--- config.mk ---
export PLATFORM = sky130hd
export DESIGN_NAME = id_ex_stage_flat
export DESIGN_NICKNAME = d
export VERILOG_FILES = /design/src/rtl/id_ex_stage_if.sv /design/src/rtl/id_ex_stage.sv /design/src/flat_wrapper.sv
export SDC_FILE = /design/constraint.sdc
export NUM_CORES = 1
export LEC_CHECK = 0
export ABC_AREA = 1
export CAP_MARGIN = 20
export CORE_MARGIN = 5
export CORE_UTILIZATION = 59
export CTS_CLUSTER_DIAMETER = 80
export DETAILED_ROUTE_END_ITERATION = 8
export DONT_BUFFER_PORTS = 1
export PLACE_DENSITY = 0.78
export SKIP_LAST_GASP = 1
export SLEW_MARGIN = 20
export SYNTH_ARGS = -nofsm -noshare
export SYNTH_HDL_FRONTEND = slang
export SYNTH_SLANG_ARGS = --single-unit
--- constraint.sdc ---
create_clock -name CLK -period 1.8 [get_ports CLK]
set_input_delay 0.36 -clock CLK [delete_from_list [all_inputs] [get_ports CLK]]
set_output_delay 0.36 -clock CLK [all_outputs]
set_load 0.02 [all_outputs]
--- src/rtl/id_ex_stage_if.sv ---
// ---------------------------------------------------------------------------
// id_ex_stage_if
//
// Purpose:
//    Bundles every non-clock signal of the ID/EX pipeline register into one
//    interface. The stage itself connects through the 'slave' modport. The
//    surrounding pipeline (decode, EX/MEM and MEM/WB latches, the ALU) or a
//    testbench connects through the 'master' modport.
//
// Signal summary (directions as seen by the stage / slave side):
//    Control
//       flush                 in   squash the held entry (branch/jump redirect)
//    Decode handshake
//       in_valid              in   decode presents an instruction
//       in_ready              out  stage can accept an instruction this cycle
//    Decoded instruction fields
//       in_aluop[3:0]         in   ALU opcode
//       in_rs, in_rt          in   source register indices
//       in_rdat1, in_rdat2    in   register file read data
//       in_imm16              in   16-bit immediate
//       in_shamt              in   shift amount
//       in_alusrc[1:0]        in   B select: 0 reg, 1 ext imm, 2 shamt, 3 lui
//       in_extop              in   1 = sign-extend imm16, 0 = zero-extend
//       in_memwen             in   store instruction
//       in_memren             in   load instruction
//       in_regwen             in   instruction writes a register
//       in_wsel               in   destination register index
//    Forwarding sources
//       exm_regwen, exm_memren, exm_wsel, exm_wdat    in  EX/MEM latch
//       mwb_regwen, mwb_wsel, mwb_wdat                in  MEM/WB latch
//    ALU handshake and operands
//       out_valid             out  A/B/ALUOP are valid for the ALU
//       out_ready             in   downstream accepts this cycle
//       A, B                  out  ALU operands
//       ALUOP[3:0]            out  ALU opcode
//       out_stdat             out  forwarded rt value (store data)
//       out_memwen, out_memren, out_regwen, out_wsel   out  registered controls
// ---------------------------------------------------------------------------
interface id_ex_stage_if #(
   parameter int WORD_W = 32,
   parameter int REG_W  = 5
);

   logic              flush;

   logic              in_valid;
   logic              in_ready;
   logic [3:0]        in_aluop;
   logic [REG_W-1:0]  in_rs;
   logic [REG_W-1:0]  in_rt;
   logic [WORD_W-1:0] in_rdat1;
   logic [WORD_W-1:0] in_rdat2;
   logic [15:0]       in_imm16;
   logic [4:0]        in_shamt;
   logic [1:0]        in_alusrc;
   logic              in_extop;
   logic              in_memwen;
   logic              in_memren;
   logic              in_regwen;
   logic [REG_W-1:0]  in_wsel;

   logic              exm_regwen;
   logic              exm_memren;
   logic [REG_W-1:0]  exm_wsel;
   logic [WORD_W-1:0] exm_wdat;

   logic              mwb_regwen;
   logic [REG_W-1:0]  mwb_wsel;
   logic [WORD_W-1:0] mwb_wdat;

   logic              out_valid;
   logic              out_ready;
   logic [WORD_W-1:0] A;
   logic [WORD_W-1:0] B;
   logic [3:0]        ALUOP;
   logic [WORD_W-1:0] out_stdat;
   logic              out_memwen;
   logic              out_memren;
   logic              out_regwen;
   logic [REG_W-1:0]  out_wsel;

   // The pipeline stage itself
   modport slave (
      input  flush,
      input  in_valid,
      output in_ready,
      input  in_aluop, in_rs, in_rt, in_rdat1, in_rdat2, in_imm16, in_shamt,
      input  in_alusrc, in_extop, in_memwen, in_memren, in_regwen, in_wsel,
      input  exm_regwen, exm_memren, exm_wsel, exm_wdat,
      input  mwb_regwen, mwb_wsel, mwb_wdat,
      output out_valid,
      input  out_ready,
      output A, B, ALUOP, out_stdat,
      output out_memwen, out_memren, out_regwen, out_wsel
   );

   // The environment around the stage (decode, later stages, ALU)
   modport master (
      output flush,
      output in_valid,
      input  in_ready,
      output in_aluop, in_rs, in_rt, in_rdat1, in_rdat2, in_imm16, in_shamt,
      output in_alusrc, in_extop, in_memwen, in_memren, in_regwen, in_wsel,
      output exm_regwen, exm_memren, exm_wsel, exm_wdat,
      output mwb_regwen, mwb_wsel, mwb_wdat,
      input  out_valid,
      output out_ready,
      input  A, B, ALUOP, out_stdat,
      input  out_memwen, out_memren, out_regwen, out_wsel
   );

endinterface

--- src/rtl/id_ex_stage.sv ---
// ---------------------------------------------------------------------------
// id_ex_stage
//
// Purpose:
//    ID/EX pipeline register sitting directly in front of the ALU. It holds
//    one decoded instruction and applies EX/MEM and MEM/WB forwarding to the
//    held source operands. It then builds the ALU A/B operands (register,
//    extended immediate, shift amount or LUI) and stalls on a load-use
//    hazard. Both sides use a valid/ready handshake. A held entry can retire
//    and a new one be captured in the same cycle, so throughput is one
//    instruction per cycle.
//
// Ports:
//    CLK        in   clock
//    nRST       in   asynchronous active-low reset
//    bus        id_ex_stage_if.slave (decode handshake, forwarding sources,
//               ALU operands/handshake, registered controls)
//    stall_cnt  out  [STALL_CNT_W] saturating count of cycles in which a held
//               entry could not leave. Present only when the macro
//               ID_EX_STALL_CNT_EN is defined.
//
// Configuration:
//    ID_EX_STALL_CNT_EN - when defined, adds the stall_cnt output, its
//    counter and the STALL_CNT_W parameter. When undefined, the stage has no
//    counter and behaves identically otherwise.
// ---------------------------------------------------------------------------
module id_ex_stage #(
   parameter int WORD_W      = 32,
   parameter int REG_W       = 5
`ifdef ID_EX_STALL_CNT_EN
   ,
   parameter int STALL_CNT_W = 16
`endif
) (
   input  logic                   CLK,
   input  logic                   nRST,
   id_ex_stage_if.slave           bus
`ifdef ID_EX_STALL_CNT_EN
   ,
   output logic [STALL_CNT_W-1:0] stall_cnt
`endif
);

   // ALU opcode that the ALUOP register returns to on reset
   localparam logic [3:0] ALU_SLL = 4'd0;

   // Sources for the ALU B operand (A follows from the same choice)
   typedef enum logic [1:0] {
      SRC_REG    = 2'd0,
      SRC_EXTIMM = 2'd1,
      SRC_SHAMT  = 2'd2,
      SRC_LUI    = 2'd3
   } bSrc_t;

   // Held-entry state
   logic              r_heldValid;
   logic [3:0]        r_aluop;
   logic [REG_W-1:0]  r_rs;
   logic [REG_W-1:0]  r_rt;
   logic [WORD_W-1:0] r_rdat1;
   logic [WORD_W-1:0] r_rdat2;
   logic [15:0]       r_imm16;
   logic [4:0]        r_shamt;
   bSrc_t             r_alusrc;
   logic              r_extop;
   logic              r_memwen;
   logic              r_memren;
   logic              r_regwen;
   logic [REG_W-1:0]  r_wsel;

   // Combinational helpers
   logic              w_rsUsed;
   logic              w_rtUsed;
   logic              w_hazard;
   logic              w_inReady;
   logic              w_outValid;
   logic              w_capture;
   logic              w_fire;
   logic [WORD_W-1:0] w_fwdRs;
   logic [WORD_W-1:0] w_fwdRt;
   logic [WORD_W-1:0] w_extImm;
   logic [WORD_W-1:0] w_opA;
   logic [WORD_W-1:0] w_opB;

   // Each instruction class reads only some of its sources. A load-use
   // stall is needed only when the load's destination is one of those.
   // Shifts take their data from rt. Stores need rt as store data whatever
   // B is.
   assign w_rsUsed = (r_alusrc == SRC_REG) || (r_alusrc == SRC_EXTIMM);
   assign w_rtUsed = (r_alusrc == SRC_REG) || (r_alusrc == SRC_SHAMT) || r_memwen;

   // A load in EX/MEM has no data yet, so forwarding cannot cover it.
   // The held entry waits one cycle for the load to move on. Register 0 is
   // hardwired, so a load "to" r0 never creates a dependency.
   assign w_hazard = r_heldValid
                     && bus.exm_regwen
                     && bus.exm_memren
                     && (bus.exm_wsel != '0)
                     && ((w_rsUsed && (bus.exm_wsel == r_rs))
                         || (w_rtUsed && (bus.exm_wsel == r_rt)));

   // Handshake on both sides. The stage can take a new instruction whenever
   // it is empty. It can also take one when the current entry leaves in the
   // same cycle, which keeps back-to-back throughput.
   assign w_outValid = r_heldValid && !w_hazard;
   assign w_inReady  = !r_heldValid || (bus.out_ready && !w_hazard);
   assign w_capture  = bus.in_valid && w_inReady;
   assign w_fire     = w_outValid && bus.out_ready;

   // Forwarding for rs: the younger EX/MEM result wins over MEM/WB. When
   // neither matches, use the value read from the register file at decode
   // time. Index 0 is never forwarded because r0 always reads as its
   // file value.
   always_comb begin
      w_fwdRs = r_rdat1;
      if ((r_rs != '0) && bus.exm_regwen && (bus.exm_wsel == r_rs)) begin
         w_fwdRs = bus.exm_wdat;
      end else if ((r_rs != '0) && bus.mwb_regwen && (bus.mwb_wsel == r_rs)) begin
         w_fwdRs = bus.mwb_wdat;
      end
   end

   // Forwarding for rt uses the same priority. The result feeds the B
   // operand, the A operand of shifts and the store data path.
   always_comb begin
      w_fwdRt = r_rdat2;
      if ((r_rt != '0) && bus.exm_regwen && (bus.exm_wsel == r_rt)) begin
         w_fwdRt = bus.exm_wdat;
      end else if ((r_rt != '0) && bus.mwb_regwen && (bus.mwb_wsel == r_rt)) begin
         w_fwdRt = bus.mwb_wdat;
      end
   end

   // Immediate extension for I-type arithmetic and memory address
   // arithmetic. extop selects sign extension (addi, lw, sw) or zero
   // extension (andi, ori, xori).
   assign w_extImm = r_extop ? {{(WORD_W-16){r_imm16[15]}}, r_imm16}
                             : {{(WORD_W-16){1'b0}}, r_imm16};

   // ALU operand selection. Shifts move rt into A so that the ALU always
   // computes A <op> B. LUI drives A to zero and puts the immediate in the
   // upper half of B, so the ALU only has to pass B through.
   always_comb begin
      w_opA = '0;
      w_opB = '0;
      case (r_alusrc)
         SRC_REG: begin
            w_opA = w_fwdRs;
            w_opB = w_fwdRt;
         end
         SRC_EXTIMM: begin
            w_opA = w_fwdRs;
            w_opB = w_extImm;
         end
         SRC_SHAMT: begin
            w_opA = w_fwdRt;
            w_opB = {{(WORD_W-5){1'b0}}, r_shamt};
         end
         SRC_LUI: begin
            w_opA = '0;
            w_opB = {r_imm16, {(WORD_W-16){1'b0}}};
         end
         default: begin
            w_opA = '0;
            w_opB = '0;
         end
      endcase
   end

   // Occupancy of the single entry. Flush wins over everything, so a
   // redirect squashes the held instruction and also drops whatever decode
   // offers in that cycle. Otherwise a capture refills the entry, even when
   // the old one leaves in the same cycle. A departure with no capture
   // empties it.
   always_ff @(posedge CLK or negedge nRST) begin
      if (!nRST) begin
         r_heldValid <= 1'b0;
      end else if (bus.flush) begin
         r_heldValid <= 1'b0;
      end else if (w_capture) begin
         r_heldValid <= 1'b1;
      end else if (w_fire) begin
         r_heldValid <= 1'b0;
      end
   end

   // Decoded fields are loaded only on a real capture. During a stall they
   // stay frozen, and forwarding keeps re-evaluating them against the
   // moving later stages. Every field resets to zero, which also makes the
   // ALU operands and store data read zero while reset is held.
   always_ff @(posedge CLK or negedge nRST) begin
      if (!nRST) begin
         r_aluop  <= ALU_SLL;
         r_rs     <= '0;
         r_rt     <= '0;
         r_rdat1  <= '0;
         r_rdat2  <= '0;
         r_imm16  <= '0;
         r_shamt  <= '0;
         r_alusrc <= SRC_REG;
         r_extop  <= 1'b0;
         r_memwen <= 1'b0;
         r_memren <= 1'b0;
         r_regwen <= 1'b0;
         r_wsel   <= '0;
      end else if (w_capture && !bus.flush) begin
         r_aluop  <= bus.in_aluop;
         r_rs     <= bus.in_rs;
         r_rt     <= bus.in_rt;
         r_rdat1  <= bus.in_rdat1;
         r_rdat2  <= bus.in_rdat2;
         r_imm16  <= bus.in_imm16;
         r_shamt  <= bus.in_shamt;
         r_alusrc <= bSrc_t'(bus.in_alusrc);
         r_extop  <= bus.in_extop;
         r_memwen <= bus.in_memwen;
         r_memren <= bus.in_memren;
         r_regwen <= bus.in_regwen;
         r_wsel   <= bus.in_wsel;
      end
   end

`ifdef ID_EX_STALL_CNT_EN
   logic [STALL_CNT_W-1:0] r_stallCnt;

   // Performance counter: counts every cycle in which an instruction sits in
   // the stage but cannot leave, either because of a load-use hazard or
   // because the ALU side is not ready. It saturates rather than wraps, so a
   // long run never shows a misleadingly small number. A flush does not
   // clear it; only reset does.
   always_ff @(posedge CLK or negedge nRST) begin
      if (!nRST) begin
         r_stallCnt <= '0;
      end else if (r_heldValid && (w_hazard || !bus.out_ready)
                   && (r_stallCnt != {STALL_CNT_W{1'b1}})) begin
         r_stallCnt <= r_stallCnt + {{(STALL_CNT_W-1){1'b0}}, 1'b1};
      end
   end

   assign stall_cnt = r_stallCnt;
`endif

   // Drive the interface outputs
   assign bus.in_ready   = w_inReady;
   assign bus.out_valid  = w_outValid;
   assign bus.A          = w_opA;
   assign bus.B          = w_opB;
   assign bus.ALUOP      = r_aluop;
   assign bus.out_stdat  = w_fwdRt;
   assign bus.out_memwen = r_memwen;
   assign bus.out_memren = r_memren;
   assign bus.out_regwen = r_regwen;
   assign bus.out_wsel   = r_wsel;

endmodule

--- src/flat_wrapper.sv ---
// flat-port wrapper written by rule: the top's interface ports become plain ports
module id_ex_stage_flat 
#(
   parameter int WORD_W      = 32,
   parameter int REG_W       = 5

)
  (CLK, nRST, bus_flush, bus_in_valid, bus_in_ready, bus_in_aluop, bus_in_rs, bus_in_rt, bus_in_rdat1, bus_in_rdat2, bus_in_imm16, bus_in_shamt, bus_in_alusrc, bus_in_extop, bus_in_memwen, bus_in_memren, bus_in_regwen, bus_in_wsel, bus_exm_regwen, bus_exm_memren, bus_exm_wsel, bus_exm_wdat, bus_mwb_regwen, bus_mwb_wsel, bus_mwb_wdat, bus_out_valid, bus_out_ready, bus_A, bus_B, bus_ALUOP, bus_out_stdat, bus_out_memwen, bus_out_memren, bus_out_regwen, bus_out_wsel);
  id_ex_stage_if #(.WORD_W(WORD_W), .REG_W(REG_W)) bus_i ();
  input  logic CLK;
  input  logic nRST;
  input wire logic [$bits(bus_i.flush)-1:0] bus_flush;
  input wire logic [$bits(bus_i.in_valid)-1:0] bus_in_valid;
  output wire logic [$bits(bus_i.in_ready)-1:0] bus_in_ready;
  input wire logic [$bits(bus_i.in_aluop)-1:0] bus_in_aluop;
  input wire logic [$bits(bus_i.in_rs)-1:0] bus_in_rs;
  input wire logic [$bits(bus_i.in_rt)-1:0] bus_in_rt;
  input wire logic [$bits(bus_i.in_rdat1)-1:0] bus_in_rdat1;
  input wire logic [$bits(bus_i.in_rdat2)-1:0] bus_in_rdat2;
  input wire logic [$bits(bus_i.in_imm16)-1:0] bus_in_imm16;
  input wire logic [$bits(bus_i.in_shamt)-1:0] bus_in_shamt;
  input wire logic [$bits(bus_i.in_alusrc)-1:0] bus_in_alusrc;
  input wire logic [$bits(bus_i.in_extop)-1:0] bus_in_extop;
  input wire logic [$bits(bus_i.in_memwen)-1:0] bus_in_memwen;
  input wire logic [$bits(bus_i.in_memren)-1:0] bus_in_memren;
  input wire logic [$bits(bus_i.in_regwen)-1:0] bus_in_regwen;
  input wire logic [$bits(bus_i.in_wsel)-1:0] bus_in_wsel;
  input wire logic [$bits(bus_i.exm_regwen)-1:0] bus_exm_regwen;
  input wire logic [$bits(bus_i.exm_memren)-1:0] bus_exm_memren;
  input wire logic [$bits(bus_i.exm_wsel)-1:0] bus_exm_wsel;
  input wire logic [$bits(bus_i.exm_wdat)-1:0] bus_exm_wdat;
  input wire logic [$bits(bus_i.mwb_regwen)-1:0] bus_mwb_regwen;
  input wire logic [$bits(bus_i.mwb_wsel)-1:0] bus_mwb_wsel;
  input wire logic [$bits(bus_i.mwb_wdat)-1:0] bus_mwb_wdat;
  output wire logic [$bits(bus_i.out_valid)-1:0] bus_out_valid;
  input wire logic [$bits(bus_i.out_ready)-1:0] bus_out_ready;
  output wire logic [$bits(bus_i.A)-1:0] bus_A;
  output wire logic [$bits(bus_i.B)-1:0] bus_B;
  output wire logic [$bits(bus_i.ALUOP)-1:0] bus_ALUOP;
  output wire logic [$bits(bus_i.out_stdat)-1:0] bus_out_stdat;
  output wire logic [$bits(bus_i.out_memwen)-1:0] bus_out_memwen;
  output wire logic [$bits(bus_i.out_memren)-1:0] bus_out_memren;
  output wire logic [$bits(bus_i.out_regwen)-1:0] bus_out_regwen;
  output wire logic [$bits(bus_i.out_wsel)-1:0] bus_out_wsel;
  assign bus_i.flush = bus_flush;
  assign bus_i.in_valid = bus_in_valid;
  assign bus_in_ready = bus_i.in_ready;
  assign bus_i.in_aluop = bus_in_aluop;
  assign bus_i.in_rs = bus_in_rs;
  assign bus_i.in_rt = bus_in_rt;
  assign bus_i.in_rdat1 = bus_in_rdat1;
  assign bus_i.in_rdat2 = bus_in_rdat2;
  assign bus_i.in_imm16 = bus_in_imm16;
  assign bus_i.in_shamt = bus_in_shamt;
  assign bus_i.in_alusrc = bus_in_alusrc;
  assign bus_i.in_extop = bus_in_extop;
  assign bus_i.in_memwen = bus_in_memwen;
  assign bus_i.in_memren = bus_in_memren;
  assign bus_i.in_regwen = bus_in_regwen;
  assign bus_i.in_wsel = bus_in_wsel;
  assign bus_i.exm_regwen = bus_exm_regwen;
  assign bus_i.exm_memren = bus_exm_memren;
  assign bus_i.exm_wsel = bus_exm_wsel;
  assign bus_i.exm_wdat = bus_exm_wdat;
  assign bus_i.mwb_regwen = bus_mwb_regwen;
  assign bus_i.mwb_wsel = bus_mwb_wsel;
  assign bus_i.mwb_wdat = bus_mwb_wdat;
  assign bus_out_valid = bus_i.out_valid;
  assign bus_i.out_ready = bus_out_ready;
  assign bus_A = bus_i.A;
  assign bus_B = bus_i.B;
  assign bus_ALUOP = bus_i.ALUOP;
  assign bus_out_stdat = bus_i.out_stdat;
  assign bus_out_memwen = bus_i.out_memwen;
  assign bus_out_memren = bus_i.out_memren;
  assign bus_out_regwen = bus_i.out_regwen;
  assign bus_out_wsel = bus_i.out_wsel;
  id_ex_stage #(.WORD_W(WORD_W), .REG_W(REG_W)) u_core (.CLK(CLK), .nRST(nRST), .bus(bus_i));
endmodule
After elaboration in Yosys (flattened, before gate mapping) --
Cells that the tools add are included.
Word-level totals: bits in registers 111
Operators by class: eq/ne operators 7, mux-type cells 10, reduce and logical (&&, ||, !) cells 33
Operators by type and width (count):
- two-way mux 32 bit | 5
- case mux 32 bit (4 select lines) | 1
- case mux 32 bit (3 select lines) | 1
- == test 5 bit | 4
- logical AND 1 bit | 19
- nonzero test 5 bit | 3
- logical OR 1 bit | 5
- == test 2 bit, second input constant | 2
- zero test 1 bit | 3
- two-way mux 1 bit | 3
- nonzero test 3 bit | 1
- == test 2 x 1 -> 1 bit, second input constant | 1
- zero test 2 bit | 1
- OR reduction 2 bit | 1

Longest topological paths before layout --
Gate-level depths: netlist of the first run.
depth in word-level cells 12, mapped depth 14, mapped depth without buffers 12

Least setup slack after synthesis of the first run --
OpenSTA, ideal clock, no wires.
path type register -> output, from reg u_core.r_rs[4], to out bus_A[0], data arrival time 1.555 ns, required time 1.440 ns, slack -0.115 ns, stages on the path, launching flop included 8, buffers on the path 1, cell sequence dfrtp_1 > xor2_1 > nor3_2 > clkbuf_1 > nand3_1 > nand3_1 > nand3_1 > nand2_1
Between the ends: longest elaborated chain between the ends 6, elaborated cells on any way between the ends 10
RTL lines:
- start: declaration | RTL line id_ex_stage.sv:58 | logic [REG_W-1:0] r_rs;
- start signal: assignment | RTL line id_ex_stage.sv:208 | r_rs <= bus.in_rs;
- nonzero test 5 bit | RTL line id_ex_stage.sv:116, id_ex_stage.sv:118
- logical AND 1 bit (2 in series) | RTL line id_ex_stage.sv:118 | end else if ((r_rs != '0) && bus.mwb_regwen && (bus.mwb_wsel == r_rs)) begin
- two-way mux 32 bit | RTL line id_ex_stage.sv:118
- two-way mux 32 bit (*) | RTL line id_ex_stage.sv:116 | if ((r_rs != '0) && bus.exm_regwen && (bus.exm_wsel == r_rs)) begin
- case mux 32 bit (3 select lines) (*) | RTL line id_ex_stage.sv:146 | case (r_alusrc)
- end: declaration | RTL line flat_wrapper.sv:37 | output wire logic [$bits(bus_i.A)-1:0] bus_A;
Every way passes the cells marked *; elsewhere a longest branch is shown, timed or not.

Worst setup path in the final report of the first run --
from reg u_core.r_rs[4], to out bus_A[20]
The elaborated chain is that of the path after synthesis.

==> results of run 1 <==
## routing by layer
metal  up-vias  GRT usage (%)  wire length [um]
li1       3741              -                 -
met1      3977          45.04             10410
met2       734          62.05             14530
met3       156          13.05              4360
met4         0          18.70              2108
met5         -              0                 0
## state kept, by name (all words and copies together) (netlist names), 2 cells and up
register / cells
u_core.bus.ALUOP: 4
u_core.r_alusrc: 2
u_core.r_shamt: 5
u_core.r_rdat1: 32
u_core.r_imm16: 16
u_core.bus.out_wsel: 5
u_core.r_rdat2: 32
u_core.r_rt: 5
u_core.r_rs: 5
## kinds of logic after synthesis
family	after synthesis	synth area share, %
XOR/XNOR	7	0.8308
AND/OR/NAND/NOR	856	50.92
flip-flops	111	37.64
buffers and inverters	139	8.359
AO/OA/AOI/OAI	27	2.255
## where the power goes
group | switching, mW | internal [mW] | leakage, nW
sequential | 0.327 | 2.86 | 1.37
combinational | 2.49 | 1.19 | 3.40
clock | 0.984 | 1.20 | 0.156
## metrics by stage
| step | hold WS, ns | setup slack [ns] |
|---|---|---|
| 4_1_cts | -0.3215 | -0.7619 |
| 5_1_grt | -0.3336 | -0.9030 |
| 3_5_place_dp | 0.06729 | -0.4635 |
| 2_1_floorplan | 0.06441 | -0.07780 |
| 3_3_place_gp | 0.06706 | -0.4181 |
| 6_report | -0.3218 | -0.8549 |
## final timing paths
check                                         startpoint                        endpoint  slack [ns]  cells past startpoint
setup / recovery              u_core.r_rs[4]$_DFFE_PN0P_                       bus_A[20]       -0.85                     10
hold / removal                                      nRST  u_core.r_rdat1[15]$_DFFE_PN0P_       -0.32                      0
setup reg to reg              u_core.r_rs[4]$_DFFE_PN0P_  u_core.r_rdat2[27]$_DFFE_PN0P_       -0.49                     13
hold reg to reg            u_core.r_rdat1[5]$_DFFE_PN0P_   u_core.r_rdat1[5]$_DFFE_PN0P_        0.48                      2
max in group asynchronous                           nRST      u_core.r_rs[1]$_DFFE_PN0P_        1.92                      0
min in group CLK                               bus_flush  u_core.r_heldValid$_DFFE_PN0P_        0.05                      1
## worst reg2reg max path: stages, from the launching register on
cell	delay, ns
sky130_fd_sc_hd__dfrtp_1	0.43
sky130_fd_sc_hd__buf_4	0.16
sky130_fd_sc_hd__xor2_1	0.13
sky130_fd_sc_hd__nor2_1	0.09
sky130_fd_sc_hd__buf_4	0.14
sky130_fd_sc_hd__buf_4	0.12
sky130_fd_sc_hd__nand4_1	0.07
sky130_fd_sc_hd__nand2_1	0.09
sky130_fd_sc_hd__nand2_1	0.06
sky130_fd_sc_hd__nand2_1	0.08
sky130_fd_sc_hd__nand2_4	0.16
sky130_fd_sc_hd__buf_4	0.40
sky130_fd_sc_hd__nand3_1	0.18
sky130_fd_sc_hd__nand2_1	0.12
## placed cells by master (no fill, tap or decap), types with 2 or more instances in the layout
cell	Yosys	final
sky130_fd_sc_hd__nor2_4	0	4
sky130_fd_sc_hd__buf_6	2	9
sky130_fd_sc_hd__dfrtp_2	0	3
sky130_fd_sc_hd__nand3_4	0	13
sky130_fd_sc_hd__and2_1	33	17
sky130_fd_sc_hd__inv_2	4	5
sky130_fd_sc_hd__nand3_2	0	41
sky130_fd_sc_hd__xor2_1	5	5
sky130_fd_sc_hd__buf_4	10	45
sky130_fd_sc_hd__buf_8	0	2
sky130_fd_sc_hd__nand2_1	460	367
sky130_fd_sc_hd__a22o_1	5	5
sky130_fd_sc_hd__nor2_1	13	5
sky130_fd_sc_hd__nand3_1	336	282
sky130_fd_sc_hd__nor3_4	0	2
sky130_fd_sc_hd__buf_12	0	21
sky130_fd_sc_hd__clkbuf_16	0	16
sky130_fd_sc_hd__a21oi_1	18	17
sky130_fd_sc_hd__clkbuf_8	0	3
sky130_fd_sc_hd__nand2_2	0	57
sky130_fd_sc_hd__inv_1	56	53
sky130_fd_sc_hd__nand2_4	0	32
sky130_fd_sc_hd__and2_2	0	4
sky130_fd_sc_hd__nand2_8	0	4
sky130_fd_sc_hd__nor3_1	2	2
sky130_fd_sc_hd__dfrtp_1	111	108
sky130_fd_sc_hd__nor2_2	0	4
sky130_fd_sc_hd__nand4_1	6	6
sky130_fd_sc_hd__and2_4	0	12
sky130_fd_sc_hd__or2_1	2	2
## layout make-up
cell class	count	area share (%)
Tap cell	168	2.206
Sequential cell	111	29.19
Clock buffer	13	2.837
Clock inverter	3	0.4990
Multi-Input combinational cell	890	51.58
Timing Repair Buffer	84	11.18
Inverter	61	2.508
## timing repair
| item | 4_1_cts | 5_1_grt |
|---|---|---|
| pin swaps | 2 | 40 |
| buffers inserted | 2 | 13 |
| cloned | 0 | 9 |
| resized for setup | 34 | 161 |
| hold endpoints to repair | 111 | 111 |
| setup endpoints to repair | 209 | 209 |
==> impl_metrics.tcl, run 1 <==
set metrics [dict create \
    outcome "complete, but fails checks" \
    failed_checks "negative hold slack, negative setup slack" \
    first_global_vias 7607 \
    timing_worst_slew_pin_value_ns 0.4700 \
    drt.antenna.violating_nets 0 \
    post_synthesis_instance_area_mm2 0.007380 \
    cpLargestDelayFamily "simple AND/OR/NAND/NOR gates" \
    layout.area.seq_mm2 0.002781 \
    drc_errors 0 \
    dp.cells 1290 \
    async_flop_share_pct 100.0 \
    yosysWarnings 0 \
    clk_transition_reported_paths_ns 0.07 \
    synth_area_leader_cell "sky130_fd_sc_hd__dfrtp_1" \
    final_critical_path_setup_slack_ns -0.8549 \
    critical_path.slowest_cell "sky130_fd_sc_hd__dfrtp_1" \
    cts.sink_count 111 \
    setup.worst_path.class "flip-flop to output port" \
    first_pass_iters 6 \
    io_buffer_count 0 \
    placed_area_mm2 0.008090 \
    critPathMaxStageDelay_ns 0.43 \
    floorplan.io_pins 302 \
    global_route_wire_length_before_repair_mm 43.29 \
    setup_viol 209 \
    crit_fanout 13 \
    mappedNetlistNets 1332 \
    clock_tree.root_cell "sky130_fd_sc_hd__clkbuf_16" \
    final_area_mm2 0.009528 \
    synth_edf_count 0 \
    final_core_util_pct 78.34 \
    summed_negative_setup_slack_over_all_endpoints_ns -119.07 \
    avgRoutedWirePerCell_um 23.62 \
    min_delay_worst_type "input port to asynchronous set/reset pin" \
    cts_max_level 3 \
    gr_util_all_layers_pct 38.09 \
    post_synth.cell_area_avg_um2 6.473 \
    timing.clock.skew_ns 0.007152 \
    core_area_mm2 0.01216 \
    start_util_pct 60.68 \
    final-hold-violation-count 111 \
    leakagePower_nw 4.923 \
    power_mw 9.053 \
    core.rowCount 40 \
    ys_seq_area_share_pct 37.64 \
    critical_path_buf_inv_count 4 \
    cts_tree "yes" \
    yosys-top-cells-count "sky130_fd_sc_hd__nand2_1 (460), sky130_fd_sc_hd__nand3_1 (336), sky130_fd_sc_hd__dfrtp_1 (111), sky130_fd_sc_hd__inv_1 (56), sky130_fd_sc_hd__buf_2 (34)" \
    yosys_most_used_dff "sky130_fd_sc_hd__dfrtp_1" \
    synth.lib_cells_used.distinct 26 \
    syn2layout_area_growth_pct 29.11 \
    max_slew_margin_pct 68.63 \
    cts.path.max_buffers 2 \
    slew_viols_final 0 \
    most_frequent_cell_after_synthesis "sky130_fd_sc_hd__nand2_1" \
    rsz0062_at_grt "yes" \
    holdWs_ns -0.3218 \
    combined_area_of_the_multi_input_logic_cells_mm2 0.004915 \
    critical_path_required_ns 1.44 \
    ys_ff_latch 111 \
    timing.critical_path.from_type "flip-flop" \
    syn-instance-count 1140 \
    gp_routability_congestion 0.9465 \
    crit_path_cell_trace "buf_4 -> xor2_1 -> nor2_1 -> nand4_1 -> buf_4 -> inv_4 -> buf_6 -> nand2_1 -> nand3_1 -> nand2_2" \
    dr_total_vias 8608 \
    fp.dieArea_mm2 0.01485 \
    totalWireLength_mm 31.41 \
    power.ir.vdd_worst_mv 0.8423 \
    timing.fmax_ghz 0.3767 \
    clkLatencyLatePin_ns 0.37 \
    layout-drive-gt1-share_pct 24.53 \
    grt-ovfl-total 0 \
    die_w_um 121.8 \
    grt_start_max_net_pins 112 \
    power.density_cell_area_mw_per_mm2 950.2 \
    drt_first_iter_violations 1234 \
    diode_insertion_count_for_antenna_repair 0 \
    period_share_pct 147.5 \
    via_per_inst 6.472 \
    nets 1349 \
    timing.critical_path.arrival_ns 2.29 \
    chipHeight_um 121.8 \
    crit_path_frequent_cell "sky130_fd_sc_hd__buf_4" \
    synth.top_cells.by_area "sky130_fd_sc_hd__dfrtp_1 (38%), sky130_fd_sc_hd__nand2_1 (23%), sky130_fd_sc_hd__nand3_1 (23%)" \
    synth.top_cell.area_share_pct 37.64 \
    worst_setup_path_end_kind "output port" \
    drv_cap 0 \
    final.min_clock_period_ns 2.655 \
    filler_cells_inserted 873 \
    stdcell_count 1330 \
    grt_antenna_before_repair 0 \
    dp_hpwl_mm 21.06 \
    numCtsBuffers 9 \
]
Power figures use the tool's default switching activity.
==> inputs of run 2 (changes only) <==
==> constraint.sdc (replaced) <==
create_clock -name CLK -period 1.8 [get_ports CLK]
set_input_delay 0.54 -clock CLK [delete_from_list [all_inputs] [get_ports CLK]]
set_output_delay 0.54 -clock CLK [all_outputs]
set_load 0.02 [all_outputs]
==> run 2 against run 1 <==
Effect of this change: the run now fails in global routing; area after synthesis did not move; synthesized cell count did not move.
==> impl_metrics.tcl, run 2 <==
set metrics [dict create \
    syn-instance-count 1140 \
    cts_max_level 3 \
    die_w_um 121.8 \
    yosysWarnings 0 \
    grt_start_max_net_pins 112 \
    ys_ff_latch 111 \
    synth.lib_cells_used.distinct 26 \
    worstEndpointType "top-level output" \
    post_synthesis_instance_area_mm2 0.007380 \
    synth_area_leader_cell "sky130_fd_sc_hd__dfrtp_1" \
    stop_stage "global routing" \
    yosys-top-cells-count "sky130_fd_sc_hd__nand2_1 (460), sky130_fd_sc_hd__nand3_1 (336), sky130_fd_sc_hd__dfrtp_1 (111), sky130_fd_sc_hd__inv_1 (56), sky130_fd_sc_hd__buf_2 (34)" \
    grt-ovfl-total 6 \
    io_buffer_count 0 \
    synth.top_cells.by_area "sky130_fd_sc_hd__dfrtp_1 (38%), sky130_fd_sc_hd__nand2_1 (23%), sky130_fd_sc_hd__nand3_1 (23%)" \
    core.rowCount 40 \
    dp_hpwl_mm 20.80 \
    clock_tree.root_cell "sky130_fd_sc_hd__clkbuf_16" \
    synth_edf_count 0 \
    outcome "aborted with a tool error" \
    ys_seq_area_share_pct 37.64 \
    post_synth.cell_area_avg_um2 6.473 \
    mappedNetlistNets 1332 \
    cts.path.max_buffers 2 \
    yosys_most_used_dff "sky130_fd_sc_hd__dfrtp_1" \
    floorplan.io_pins 302 \
    gp_routability_congestion 0.9705 \
    async_flop_share_pct 100.0 \
    placement.setup.worst_slack_ns -0.6457 \
    cts.sink_count 111 \
    error_line "[ERROR GRT-0232] Routing congestion too high. Check the congestion heatmap in the GUI." \
    synth.top_cell.area_share_pct 37.64 \
    numCtsBuffers 9 \
    gr_util_all_layers_pct 75.21 \
    globalroute.repair_timing.worst_endpoint "bus_A[10]" \
    start_util_pct 60.68 \
    chipHeight_um 121.8 \
    most_frequent_cell_after_synthesis "sky130_fd_sc_hd__nand2_1" \
]
run 2: cells by family after synthesis:
| family | synth area share, % |
|---|---|
| flops | 37.64 |
| compound gates | 2.255 |
| buf+inv | 8.359 |
| xor+xnor | 0.8308 |
| simple gates | 50.92 |
run 2: per-layer routing:
| metal | GRT overflow | global-route usage, % |
|---|---|---|
| met5 | 0 | 21.53 |
| met4 | 1 | 73.88 |
| met2 | 5 | 90.85 |
| met3 | 0 | 63.05 |
| met1 | 0 | 74.70 |
run 2: repair_timing:
| item | 4_1_cts |
|---|---|
| resized for setup | 325 |
| gates cloned | 8 |
| pin swaps | 59 |
| setup endpoints to repair | 208 |
| buffers inserted | 9 |
| endpoints found under the hold margin | 111 |
run 2: metrics by stage:
step / hold slack (ns) / setup TNS, ns / std cells / area, um^2
after floorplan: 0.2444 / -35.16 / 1140 / 7626
after global placement: 0.2466 / -75.91 / 1291 / 8147
after detailed placement: 0.2462 / -78.86 / 1291 / 8147
after CTS: -0.1387 / -98.71 / 1324 / 10040
==> inputs of run 3 (changes only) <==
--- a/config.mk
+++ b/config.mk
@@ -8,11 +8,10 @@
 export ABC_AREA = 1
 export CAP_MARGIN = 20
 export CORE_MARGIN = 5
-export CORE_UTILIZATION = 59
-export CTS_CLUSTER_DIAMETER = 80
+export CORE_UTILIZATION = 40
 export DETAILED_ROUTE_END_ITERATION = 8
 export DONT_BUFFER_PORTS = 1
-export PLACE_DENSITY = 0.78
+export PLACE_DENSITY_LB_ADDON = 0.15
 export SKIP_LAST_GASP = 1
 export SLEW_MARGIN = 20
 export SYNTH_ARGS = -nofsm -noshare
==> constraint.sdc (replaced) <==
create_clock -name CLK -period 2.34 [get_ports CLK]
set_input_delay 0.702 -clock CLK [delete_from_list [all_inputs] [get_ports CLK]]
set_output_delay 0.702 -clock CLK [all_outputs]
set_load 0.02 [all_outputs]
==> run 3 against run 2 <==
Effect of this change: the flow now finishes, with violations (negative setup slack).
==> impl_metrics.tcl, run 3 (same netlist as run 1, synthesis figures left out) <==
set metrics [dict create \
    drc_errors 0 \
    power.ir.vdd_worst_mv 0.4298 \
    chipHeight_um 145.8 \
    grt_antenna_before_repair 3 \
    power_mw 7.706 \
    power.density_cell_area_mw_per_mm2 692.5 \
    layout.area.seq_mm2 0.002785 \
    first_pass_iters 5 \
    worst_r2r_path_cells 13 \
    rsz0062_at_grt "yes" \
    combined_area_of_the_multi_input_logic_cells_mm2 0.006095 \
    nets 1362 \
    cts.path.max_buffers 2 \
    gr_util_all_layers_pct 30.27 \
    dp_hpwl_mm 23.51 \
    timing.clock.skew_ns 0.007964 \
    leakagePower_nw 5.335 \
    crit_fanout 5 \
    stdcell_count 1407 \
    layout-drive-gt1-share_pct 34.89 \
    start_util_pct 40.80 \
    via_per_inst 5.864 \
    setup.worst_path.class "flip-flop to output port" \
    first_global_vias 8250 \
    grt_util_met3_pct 8.627 \
    filler_cells_inserted 1578 \
    placement.setup.worst_slack_ns -0.5210 \
    worst_setup_path_end_kind "output port" \
    final_area_mm2 0.01113 \
    drt.antenna.violating_nets 0 \
    slew_viols_final 0 \
    final.min_clock_period_ns 2.936 \
    clock_tree.root_cell "sky130_fd_sc_hd__clkbuf_16" \
    clkLatencyLatePin_ns 0.36 \
    dr_total_vias 8251 \
    grt_use_met1_pct 36.45 \
    gp_routability_congestion 0.9218 \
    final_critical_path_setup_slack_ns -0.5962 \
    timing.critical_path.from_type "flip-flop" \
    core.rowCount 49 \
    final-hold-violation-count 0 \
    clk_transition_reported_paths_ns 0.08 \
    cts_tree "yes" \
    grt_start_max_net_pins 112 \
    timing_worst_slew_pin_value_ns 0.5291 \
    timing.critical_path.arrival_ns 2.23 \
    syn2layout_area_growth_pct 50.80 \
    max_slew_margin_pct 64.69 \
    failed_checks "negative setup slack" \
    cts_max_level 3 \
    global_route_wire_length_before_repair_mm 50.21 \
    grt.met2_usage_pct 50.27 \
    floorplan.io_pins 302 \
    most_common_cell_after_layout_fill_and_taps_aside "sky130_fd_sc_hd__nand2_1" \
    min_delay_worst_type "input port to asynchronous set/reset pin" \
    avgRoutedWirePerCell_um 24.45 \
    grt-ovfl-total 0 \
    period_share_pct 125.5 \
    drt_first_iter_violations 532 \
    die_w_um 145.8 \
    largestRegisters "u_core.r_rdat1 x32, u_core.r_rdat2 x32, u_core.r_imm16 x16" \
    numCtsBuffers 9 \
    mostFrequentLayoutCells "sky130_fd_sc_hd__nand2_1 (340), sky130_fd_sc_hd__nand3_1 (224), sky130_fd_sc_hd__dfrtp_1 (105), sky130_fd_sc_hd__nand3_4 (82), sky130_fd_sc_hd__nand2_4 (77)" \
    core_area_mm2 0.01809 \
    drv_cap 0 \
    cts.sink_count 111 \
    critical_path_required_ns 1.64 \
    placed_area_mm2 0.008248 \
    most_used_routing_layer_in_global_routing "met2" \
    dp.cells 1352 \
    fp.dieArea_mm2 0.02126 \
    timing.fmax_ghz 0.3406 \
    setup_viol 98 \
    io_buffer_count 0 \
    totalWireLength_mm 34.40 \
    outcome "complete, but fails checks" \
]
## run 3: metal layers
metal / routed length [um] / part of all wire, %
met1: 12970 / 38
met2: 16670 / 48
met3: 3170 / 9.2
met4: 1578 / 4.6
met5: 0 / 0
## run 3: stage by stage
step / setup TNS [ns] / util, % / hold slack [ns]
after floorplan: -14.40 / - / 0.4064
after global placement: -37.03 / 45.60 / 0.4105
after detailed placement: -39.03 / 45.60 / 0.4110
after CTS: -50.25 / 53.64 / 0.02737
after global routing: -59.47 / 61.53 / 0.02163
final: -50.05 / 61.53 / 0.03537
## run 3: final cells by class
type / count / area share (%)
repair buffers: 97 / 12.38
well taps: 229 / 2.575
flip-flops and latches: 111 / 25.03
diodes: 3 / 0.06746
inverters: 61 / 2.125
clock inverters: 3 / 0.8095
clock buffers: 13 / 2.249
multi-input cells: 890 / 54.77
## run 3: path summary, 6_finish.rpt
path | endpoint | slack [ns] | start
min reg2reg | u_core.r_rdat2[4]$_DFFE_PN0P_ | 0.48 | u_core.r_rdat2[4]$_DFFE_PN0P_
max in group asynchronous | u_core.r_rt[1]$_DFFE_PN0P_ | 2.15 | nRST
max reg2reg | u_core.r_rdat1[8]$_DFFE_PN0P_ | 0.26 | u_core.r_rt[0]$_DFFE_PN0P_
min in group CLK | u_core.r_heldValid$_DFFE_PN0P_ | 0.40 | bus_flush
max | bus_A[16] | -0.60 | u_core.r_rt[0]$_DFFE_PN0P_
min | u_core.r_rdat1[5]$_DFFE_PN0P_ | 0.04 | nRST
## run 3: critical path, stage by stage (launching register included)
cell and delay (ns):
sky130_fd_sc_hd__dfrtp_2 0.48, sky130_fd_sc_hd__buf_6 0.15, sky130_fd_sc_hd__xor2_4 0.15, sky130_fd_sc_hd__nor3_4 0.15, sky130_fd_sc_hd__buf_6 0.16, sky130_fd_sc_hd__buf_12 0.14
sky130_fd_sc_hd__clkbuf_16 0.17, sky130_fd_sc_hd__nand3_1 0.08, sky130_fd_sc_hd__nand3_1 0.13, sky130_fd_sc_hd__nand3_1 0.10, sky130_fd_sc_hd__nand2_2 0.14
## run 3: what timing repair did
item	in CTS	in global routing
buffers inserted	9	17
gates resized for setup	202	253
hold buffers	0	0
cloned	9	4
endpoints found under the setup margin	98	98
pin swaps	46	97
## run 3: power by group
part | internal, mW | switching [mW] | leakage (nW)
registers | 2.20 | 0.282 | 1.37
logic | 1.23 | 2.17 | 3.80
clock network | 1.08 | 0.746 | 0.164
total | 4.51 | 3.20 | 5.33
==> inputs of run 4 (changes only) <==
--- a/config.mk
+++ b/config.mk
@@ -8,7 +8,7 @@
 export ABC_AREA = 1
 export CAP_MARGIN = 20
 export CORE_MARGIN = 5
-export CORE_UTILIZATION = 40
+export CORE_UTILIZATION = 45
 export DETAILED_ROUTE_END_ITERATION = 8
 export DONT_BUFFER_PORTS = 1
 export PLACE_DENSITY_LB_ADDON = 0.15
==> run 4 against run 3 <==
Effect of this change: the run still ends with negative setup slack left; via count fell by 4.1%; sequential cell count did not move; largest cell class unchanged; setup slack got worse by 0.019 ns; largest power group unchanged.
==> impl_metrics.tcl, run 4 (same netlist as run 1, synthesis figures left out) <==
set metrics [dict create \
    slew_viols_final 0 \
    diode_insertion_count_for_antenna_repair 0 \
    avgRoutedWirePerCell_um 22.50 \
    crit_fanout 7 \
    critPathMaxStageDelay_ns 0.43 \
    die_w_um 138.1 \
    layout.area.seq_mm2 0.002783 \
    drc_errors 0 \
    global_route_wire_length_before_repair_mm 46.50 \
    largestRegisters "u_core.r_rdat1 x32, u_core.r_rdat2 x32, u_core.r_imm16 x16" \
    holdWs_ns 0.02029 \
    power.density_cell_area_mw_per_mm2 709.1 \
    drt_first_iter_violations 823 \
    first_pass_iters 6 \
    grt_start_max_net_pins 112 \
    fp.dieArea_mm2 0.01906 \
    combined_area_of_the_multi_input_logic_cells_mm2 0.005343 \
    most_common_cell_after_layout_fill_and_taps_aside "sky130_fd_sc_hd__nand2_1" \
    crit_path_cell_trace "buf_6 -> nand2_4 -> inv_2 -> nor2_2 -> nor2_2 -> and3_1 -> nand3b_1 -> buf_4 -> clkbuf_16 -> nand3_2 -> nand3_2 -> nand2_2" \
    drt.antenna.violating_nets 0 \
    rsz0062_at_grt "yes" \
    max_slew_margin_pct 66.06 \
    gp_routability_congestion 0.9573 \
    nets 1337 \
    cts_max_level 3 \
    final-hold-violation-count 0 \
    cts.sink_count 111 \
    outcome "complete, but fails checks" \
    final_core_util_pct 61.75 \
    start_util_pct 46.12 \
    failed_checks "negative setup slack" \
    timing_worst_slew_pin_value_ns 0.5086 \
    layout-drive-gt1-share_pct 27.91 \
    drv_cap 0 \
    first_global_vias 7731 \
    mostFrequentLayoutCells "sky130_fd_sc_hd__nand2_1 (362), sky130_fd_sc_hd__nand3_1 (258), sky130_fd_sc_hd__dfrtp_1 (107), sky130_fd_sc_hd__inv_1 (51), sky130_fd_sc_hd__nand2_4 (50)" \
    core_area_mm2 0.01600 \
    power_mw 7.005 \
    dp_hpwl_mm 22.43 \
    via_per_inst 5.792 \
    numCtsBuffers 9 \
    core.rowCount 46 \
    period_share_pct 126.3 \
    chipHeight_um 138.1 \
    cts.path.max_buffers 2 \
    placement.setup.worst_slack_ns -0.4899 \
    critical_path.slowest_cell "sky130_fd_sc_hd__dfrtp_2" \
    final_area_mm2 0.009879 \
    worst_setup_path_end_kind "output port" \
    grt_antenna_before_repair 0 \
    floorplan.io_pins 302 \
    cts_tree "yes" \
    placed_area_mm2 0.008192 \
    final.min_clock_period_ns 2.955 \
    timing.critical_path.arrival_ns 2.25 \
    clkLatencyLatePin_ns 0.37 \
    final_critical_path_setup_slack_ns -0.6155 \
    gr_util_all_layers_pct 30.82 \
    power.ir.vdd_worst_mv 0.3931 \
    setup.worst_path.class "flip-flop to output port" \
    timing.fmax_ghz 0.3384 \
    grt-ovfl-total 0 \
    critical_path_required_ns 1.64 \
    io_buffer_count 0 \
    dr_total_vias 7912 \
    timing.critical_path.from_type "flip-flop" \
    syn2layout_area_growth_pct 33.88 \
    timing.clock.skew_ns 0.01040 \
    min_delay_worst_type "input port to asynchronous set/reset pin" \
    hold_buffers 0 \
    clk_transition_reported_paths_ns 0.08 \
    totalWireLength_mm 30.73 \
    leakagePower_nw 5.011 \
    setup_viol 98 \
    clock_tree.root_cell "sky130_fd_sc_hd__clkbuf_16" \
    filler_cells_inserted 1496 \
]
run 4: changes by cell type in the layout (fill, tap and decap cells not counted), sizes merged:
cell and change:
diode -3, inv +1, clkinvlp +1, clkinv +4
bufinv -2, clkbuf -4, buf -25
run 4: path summary, 6_finish.rpt:
kind,from,to,slack (ns),depth (start not counted)
max in group asynchronous,nRST,u_core.r_rs[1]$_DFFE_PN0P_,2.14,0
max reg2reg,u_core.r_rt[0]$_DFFE_PN0P_,u_core.r_rdat1[16]$_DFFE_PN0P_,0.24,14
min in group CLK,bus_flush,u_core.r_heldValid$_DFFE_PN0P_,0.39,1
max,u_core.r_rt[0]$_DFFE_PN0P_,bus_B[25],-0.62,12
min,nRST,u_core.bus.out_regwen$_DFFE_PN0P_,0.02,0
min reg2reg,u_core.r_rdat1[13]$_DFFE_PN0P_,u_core.r_rdat1[13]$_DFFE_PN0P_,0.48,2
run 4: routing by layer:
metal	global-route usage, %	routed length [um]	up-vias
met3	8.241	2649	66
met2	50.87	14830	403
met5	0	0	-
li1	-	-	3721
met1	39.05	12180	3722
met4	11.08	1065	0
run 4: critical path: cells and delay by family (launching register included):
kind / cells / cell delay (ns)
buf+inv: 4 / 0.56
flops: 1 / 0.43
simple gates: 8 / 0.89
run 4: repair_timing:
| item | 4_1_cts | 5_1_grt |
|---|---|---|
| gates resized for setup | 169 | 113 |
| gates cloned | 2 | 5 |
| buffers inserted | 5 | 2 |
| pin swaps | 43 | 43 |
| endpoints found under the setup margin | 98 | 98 |
run 4: layout make-up:
class                           count  area share (%)
Sequential cell                   111           28.17
Multi-Input combinational cell    890           54.08
Clock buffer                        9           2.280
Inverter                           61           2.356
Tap cell                          216           2.736
Timing Repair Buffer               72           9.574
Clock inverter                      7          0.8105
run 4: report_power, final:
group	switching, mW	internal, mW	total (mW)	leakage (nW)
Combinational	1.95	0.959	2.91	3.49
Clock	0.787	0.848	1.63	0.153
Sequential	0.264	2.20	2.46	1.37
Total	3.00	4.00	7.01	5.01
run 4: through the flow:
step / TNS, ns / std cells
CTS: -56.84 / 1360
global placement: -39.46 / 1337
detailed placement: -37.43 / 1337
finish: -54.06 / 1366
global route: -61.74 / 1366
floorplan: -14.40 / 1140
